File: config.mk
export PLATFORM = sky130hd
export DESIGN_NAME = ex_muldiv
export DESIGN_NICKNAME = d
export VERILOG_FILES = /design/src/rtl/ex_muldiv.sv
export SDC_FILE = /design/constraint.sdc
export NUM_CORES = 1
export LEC_CHECK = 0
export ABC_AREA = 1
export BUFFER_PORTS_ARGS = -buffer_cell sky130_fd_sc_hd__buf_4
export CAP_MARGIN = 5
export CORE_MARGIN = 10
export CORE_UTILIZATION = 55
export CTS_CLUSTER_SIZE = 20
export DETAILED_ROUTE_END_ITERATION = 7
export PLACE_DENSITY = 0.73
export SYNTH_ARGS = -nofsm -noshare
export SYNTH_HDL_FRONTEND = slang
export SYNTH_SLANG_ARGS = --single-unit
File: constraint.sdc
create_clock -name clk -period 5.87 [get_ports clk]
set_input_delay 0.587 -clock clk [delete_from_list [all_inputs] [get_ports clk]]
set_output_delay 0.587 -clock clk [all_outputs]
set_load 0.05 [all_outputs]
File: src/rtl/ex_muldiv.sv
// Iterative RV32M multiply/divide unit for the execute stage.
// 32-step shift-add multiply / restoring divide, with sign fix-up and a one-cycle result strobe.
module ex_muldiv #(
    parameter int WIDTH = 32
) (
    input  logic             clk,
    input  logic             reset,
    input  logic             start,
    input  logic             flush,
    input  logic [2:0]       op,
    input  logic [WIDTH-1:0] A_in,
    input  logic [WIDTH-1:0] B_in,
    input  logic [4:0]       rd_in,
    output logic             busy,
    output logic             stall,
    output logic             valid,
    output logic [WIDTH-1:0] result,
    output logic [4:0]       rd_out
);

    typedef enum logic [1:0] {IDLE, CALC, FIX, DONE} state_t;

    state_t             state_q;
    logic [5:0]         cnt_q;
    logic [2:0]         op_q;
    logic [4:0]         tag_q;
    logic [2*WIDTH-1:0] acc_q;
    logic [WIDTH-1:0]   b_q;
    logic               neg_q;
    logic               neg_rem_q;
    logic               valid_q;
    logic [WIDTH-1:0]   result_q;
    logic [4:0]         rd_q;

    // Issue-time decode: operand signedness, magnitudes and the divide corner cases.
    logic             a_signed;
    logic             b_signed;
    logic             sa;
    logic             sb;
    logic             div_zero;
    logic             div_ovf;
    logic             special;
    logic [WIDTH-1:0] mag_a;
    logic [WIDTH-1:0] mag_b;
    logic [WIDTH-1:0] special_res;

    always_comb begin
        a_signed = (op != 3'b011) && (op != 3'b101) && (op != 3'b111);
        b_signed = a_signed && (op != 3'b010);
        sa       = a_signed & A_in[WIDTH-1];
        sb       = b_signed & B_in[WIDTH-1];
        mag_a    = sa ? -A_in : A_in;
        mag_b    = sb ? -B_in : B_in;
        div_zero = (B_in == '0);
        div_ovf  = !op[0] && (A_in == {1'b1, {(WIDTH-1){1'b0}}}) && (B_in == '1);
        special  = op[2] && (div_zero || div_ovf);
        if (div_zero) begin
            special_res = op[1] ? A_in : '1;
        end else begin
            special_res = op[1] ? '0 : {1'b1, {(WIDTH-1){1'b0}}};
        end
    end

    // One iteration: acc holds {partial, multiplier} for MUL, {remainder, dividend/quotient} for DIV.
    logic [WIDTH:0]     mul_sum;
    logic [WIDTH:0]     div_shift;
    logic [WIDTH-1:0]   div_sub;
    logic [2*WIDTH-1:0] step_d;

    always_comb begin
        mul_sum   = {1'b0, acc_q[2*WIDTH-1:WIDTH]} + {1'b0, b_q};
        div_shift = {acc_q[2*WIDTH-1:WIDTH], acc_q[WIDTH-1]};
        div_sub   = div_shift[WIDTH-1:0] - b_q;
        if (op_q[2]) begin
            if (div_shift >= {1'b0, b_q}) begin
                step_d = {div_sub, acc_q[WIDTH-2:0], 1'b1};
            end else begin
                step_d = {div_shift[WIDTH-1:0], acc_q[WIDTH-2:0], 1'b0};
            end
        end else if (acc_q[0]) begin
            step_d = {mul_sum, acc_q[WIDTH-1:1]};
        end else begin
            step_d = {1'b0, acc_q[2*WIDTH-1:1]};
        end
    end

    logic [2*WIDTH-1:0] prod_fix;
    logic [WIDTH-1:0]   quot_fix;
    logic [WIDTH-1:0]   rem_fix;
    logic [WIDTH-1:0]   fix_res_d;

    always_comb begin
        prod_fix = neg_q ? -acc_q : acc_q;
        quot_fix = neg_q ? -acc_q[WIDTH-1:0] : acc_q[WIDTH-1:0];
        rem_fix  = neg_rem_q ? -acc_q[2*WIDTH-1:WIDTH] : acc_q[2*WIDTH-1:WIDTH];
        if (op_q[2]) begin
            fix_res_d = op_q[1] ? rem_fix : quot_fix;
        end else if (op_q[1:0] == 2'b00) begin
            fix_res_d = prod_fix[WIDTH-1:0];
        end else begin
            fix_res_d = prod_fix[2*WIDTH-1:WIDTH];
        end
    end

    always_ff @(posedge clk or posedge reset) begin
        if (reset) begin
            state_q   <= IDLE;
            cnt_q     <= '0;
            op_q      <= '0;
            tag_q     <= '0;
            acc_q     <= '0;
            b_q       <= '0;
            neg_q     <= 1'b0;
            neg_rem_q <= 1'b0;
            valid_q   <= 1'b0;
            result_q  <= '0;
            rd_q      <= '0;
        end else begin
            valid_q <= 1'b0;
            if (flush) begin
                state_q <= IDLE;
                cnt_q   <= '0;
            end else begin
                case (state_q)
                    IDLE: begin
                        if (start) begin
                            op_q  <= op;
                            tag_q <= rd_in;
                            if (special) begin
                                result_q <= special_res;
                                rd_q     <= rd_in;
                                valid_q  <= 1'b1;
                                state_q  <= DONE;
                            end else begin
                                acc_q     <= {{WIDTH{1'b0}}, mag_a};
                                b_q       <= mag_b;
                                neg_q     <= sa ^ sb;
                                neg_rem_q <= sa;
                                cnt_q     <= '0;
                                state_q   <= CALC;
                            end
                        end
                    end
                    CALC: begin
                        acc_q <= step_d;
                        cnt_q <= cnt_q + 6'd1;
                        if (cnt_q == 6'd31) begin
                            state_q <= FIX;
                        end
                    end
                    FIX: begin
                        result_q <= fix_res_d;
                        rd_q     <= tag_q;
                        valid_q  <= 1'b1;
                        state_q  <= DONE;
                    end
                    DONE: begin
                        state_q <= IDLE;
                    end
                    default: begin
                        state_q <= IDLE;
                    end
                endcase
            end
        end
    end

    // stall is combinational so the issuing instruction is frozen in ID/EX on its first cycle.
    assign busy   = (state_q == CALC) || (state_q == FIX);
    assign stall  = busy | (start & (state_q == IDLE) & ~flush);
    assign valid  = valid_q;
    assign result = result_q;
    assign rd_out = rd_q;

endmodule

[Word-level counts from Yosys, hierarchy flattened]
Index checks and enable logic that the tools add are counted.
Storage, ports and cells
  register bits: 152
  latch bits: 0
  bits in writable memories: 0
  memory bits (read-only): 0
  input port bits: 76
  memories kept: 0
Operators by class
  $add $sub $neg: 8
  multiply operators: 0
  divide/modulo/power cells: 0
  $lt $le $gt $ge: 1
  equality and inequality tests: 16
  shift operators: 0
  mux-type cells: 36
  bitwise gates (word level): 8
  reductions and logical operators: 21
Operator list (count)
  $mux 32: 12
  $mux 64: 6
  $neg 32->32: 4
  $pmux 64 s2: 1
  $eq 32x32->1 const B: 2
  $neg 64->64: 1
  $pmux 32 s2: 1
  $add 32x32->33: 1
  $ge 33x32->1: 1
  $logic_not 32->1: 1
  $sub 32x32->32: 1
  $mux 6: 3
  $ne 3x3->1 const B: 5
  $pmux 6 s2: 1
  $reduce_and 4->1: 3
  $mux 5: 2
  $pmux 5 s2: 1
  $mux 2: 4
  $pmux 2 s4: 1
  $add 6x1->6 const B: 1
  $eq 6x5->1 const B: 1
  $logic_and 1x1->1: 6
  $ne 2x2->1 const B: 3
  $ne 3x2->1 const B: 2
  15 further kinds: 26

[Logic depth before layout (Yosys ltp)]
  depth after elaboration: 9
  depth in mapped cells: 17
  gate-level depth less buffers: 17

[Worst setup path after synthesis]
OpenSTA, ideal clock, no wires.
  path kind: input-to-reg
  start: input A_in[1]
  end: register acc_q[0]
  arrival time: 2.266 ns
  required time: 5.740 ns
  slack: 3.475 ns
  cell stages on the path: 17
  cell sequence: inv_1 -> ha_1 -> nand3_1 -> nor2_2 -> nand2_1 -> nor2_1 -> nand3_1 -> nand2_1 -> nand2_2 -> nand2_2 -> nand2_4 -> nand2_4 -> inv_2 -> buf_6 -> buf_6 -> nand2_1 -> o21ai_2
On the way
  longest elaborated chain between the ends: 7
RTL lines
  start, declared: RTL line 11  | input logic [WIDTH-1:0] A_in,
  $eq 32x32->1: RTL line 55  | div_ovf = !op[0] && (A_in == {1'b1, {(WIDTH-1){1'b0}}}) && (B_in == '1);
  $logic_and 1x1->1 (2 in series): RTL line 55
  $logic_or 1x1->1: RTL line 56  | special = op[2] && (div_zero || div_ovf);
  $logic_and 1x1->1: RTL line 56
  $ne 2x2->1 (no line)
  $reduce_and 4->1 (no line)
  end signal, assigned: RTL line 135  | acc_q <= {{WIDTH{1'b0}}, mag_a};
  end signal, assigned: RTL line 145  | acc_q <= step_d;
  end, declared: RTL line 27  | logic [2*WIDTH-1:0] acc_q;
Every way passes these cells.
A chain may end at the register's enable or synchronous reset.

[Worst setup path in the final report]
  start: input A_in[1]
  end: register acc_q[50]
Same word-level chain as after synthesis.

==> metrics.txt <==
status=finished clean; row count=65; Synth Instances=3,039; post-DR wirelength/cell=21.56 microns; fmax=268.1 MHz; Worst-path clk slew=80 ps; Worst Tran Pin Value=1236 ps; hold_ws=317.0 ps; number of top-level pins=116; CP arrival=4030 ps; Worst VDD drop=0.0005061 V; synth unique cells=47; crit share post-route=63.54%; Setup WS pre-CTS=1910 ps; Total GRT Usage=37.12%; leakage=9.531 nW; Pre-antenna DRT Iters=7; CTS resizes=0; DRT iter0 DRCs=3,316; Clock Power Share=8.6%; RSZ-0062 raised after global routing=no; synth top area cells=dfrtp_1, nand2_1, nand3_1, nor2_1, o21ai_0; Clock Skew=15.10 ps; Remaining Overflow, GRT=0; antenna cells=0; Yosys top cell by area=dfrtp_1; post-route setup slack=2140 ps; die area=0.03972 sq mm; CP Capture Type=register; initial antenna violation count=0; cts hold-fix bufs=0; critical path type=input port to register; setup bufs post-CTS=0; fin crit period=3730 ps; H-tree levels=4; power density over cell area=696.7 mW/mm^2; final setup fails=0; netlist area before placement=0.01768 sq mm; power consumption=0.01340 W; post-route setup TNS=0 ps; share of layout cells above drive strength 1=7.949%; post-synth top area share=21.51%; hold crit path type=input port to asynchronous set/reset pin; Die X=199.3 microns; antenna-violating nets left=0; initial core utilization=55.89%; number of global-route vias before repair=19,560; crit start category=input port; first-pass GRT wire length=113,700 microns; worst-case clock buffer depth=2; post-DP HPWL=58,540 microns; core area=0.03164 sq mm; Layout Cells excl Fill=3,484; post-synthesis sequential area ratio=21.51%; Crit path required time=6170 ps; asr flop ratio synth=100.0%; sw power=0.008442 W; total CTS buffers=17; Reg power frac=18.5%; CTS tree=built; reg2reg setup slack=2210 ps; commonest non-fill, non-tap cell in the layout=nand2_1; clk root buf=clkbuf_16; syn avg cell area=5.818 sq um; GPL Wtd Cong=1.115; sw frac=62.98%; fin. max-slew vios=0; Vias per Instance=6.206; Routed WL=75,110 microns; nets@finish=3,221; Skew-Pair Late Insertion Delay=450 ps; DRC=0; via count=21,620; largest net degree at the start of global routing=94; Final Hold Violating Endpoints=0; YS warnings=0; clock sink count=152; internal power consumption=0.004961 W; dominant synthesized flop cell=dfrtp_1; Post-synth EDFFs=0; Critical Path Fanout Max=65; Die Ht=199.3 microns; port buffer count=115; max-cap violations=0; most frequent cells in the layout=nand2_1, nor2_1, inv_1; dpl cells=3,452; Area Growth Syn to Fin=8.811%; relative slew slack=17.40%; post-synthesis register bit count=152; syn nets=3,191; Logic pwr share=72.8%
[state kept, by name, indices dropped and copies added (netlist names)]
register and flops:
acc_q 64, op_q 3, cnt_q 6, neg_rem_q 1, tag_q 5, result 32, rd_out 5, b_q 32
valid 1, state_q 2, neg_q 1
[final timing paths]
kind,startpoint,to,depth (start not counted)
hold / removal,reset,result[11],2
min in group clk,flush,valid,2
setup reg to reg,acc_q[0],result[25],16
hold reg to reg,cnt_q[1],cnt_q[1],2
setup / recovery,A_in[1],acc_q[50],17
max in group asynchronous,reset,acc_q[52],3
[layout make-up]
type / count / area (sq um)
Fill cell: 3156 / 12400
Inverter: 311 / 1172
Clock buffer: 17 / 425.4
Multi-Input combinational cell: 2457 / 12190
Timing Repair Buffer: 130 / 975.9
Sequential cell: 152 / 3809
Clock inverter: 15 / 165.2
Tap cell: 402 / 503.0
[power groups by stage]
stage / sequential [W] / clock, W / combinational, W
2_1_floorplan: 0.00231 / 0 / 0.00640
3_3_place_gp: 0.00238 / 0 / 0.00918
3_5_place_dp: 0.00239 / 0 / 0.00931
4_1_cts: 0.00238 / 0.00114 / 0.00936
5_1_grt: 0.00248 / 0.00118 / 0.0106
6_report: 0.00248 / 0.00116 / 0.00976
[critical path, cell delays in order]
cell and delay [ps]:
buf_4 110, inv_1 130, ha_1 260, nand3_1 180, nor2_2 250, nand2_1 90, nor2_1 260, nand3_1 110
nand2_1 110, nand2_2 110, nand2_2 110, nand2_4 90, nand2_4 340, inv_2 50, buf_4 350, nand2_1 650
o21ai_0 220
[metal layers]
metal	global-route usage [%]	share of wire, %	vias up
met4	13.20	3.7	0
met3	12.97	17	197
met2	50.62	39	1587
li1	-	-	10040
met1	52.40	41	9801
met5	0	0	-
[per-stage QoR]
step	utilization (%)	instance area (sq um)
detailed placement	58.94	18650
CTS	60.81	19240
global placement	58.94	18650
floorplan	-	17680
finish	60.81	19240
global route	60.81	19240
[cells in the mapped netlist, types with 4 or more instances]
library cell,count
nand4_1,58
or2_2,10
xnor2_1,18
o21ai_1,11
nor3_1,27
xor2_1,74
clkbuf_1,81
o21ai_0,260
a21oi_1,255
a31oi_1,9
nand2_2,4
buf_6,9
o21ai_2,32
inv_1,302
dfrtp_1,152
buf_2,17
nor2_1,383
o21a_1,8
ha_1,74
inv_2,7
mux2_2,5
buf_1,11
nand3_1,292
o21bai_1,6
nand2_1,857
o211ai_1,20
nand3b_1,18
nor2_2,8
[cell families after synthesis]
| kind of cell | count (synthesis) | synth area share (%) |
|---|---|---|
| muxes | 5 | 0.3184 |
| DFF | 152 | 21.51 |
| buffers and inverters | 430 | 9.638 |
| and+or+nand+nor | 1672 | 39.78 |
| adders and majority gates | 76 | 5.463 |
| AOI/OAI and AO/OA | 612 | 18.72 |
| xor gates and xnor gates | 92 | 4.557 |
Power figures use the tool's default switching activity.
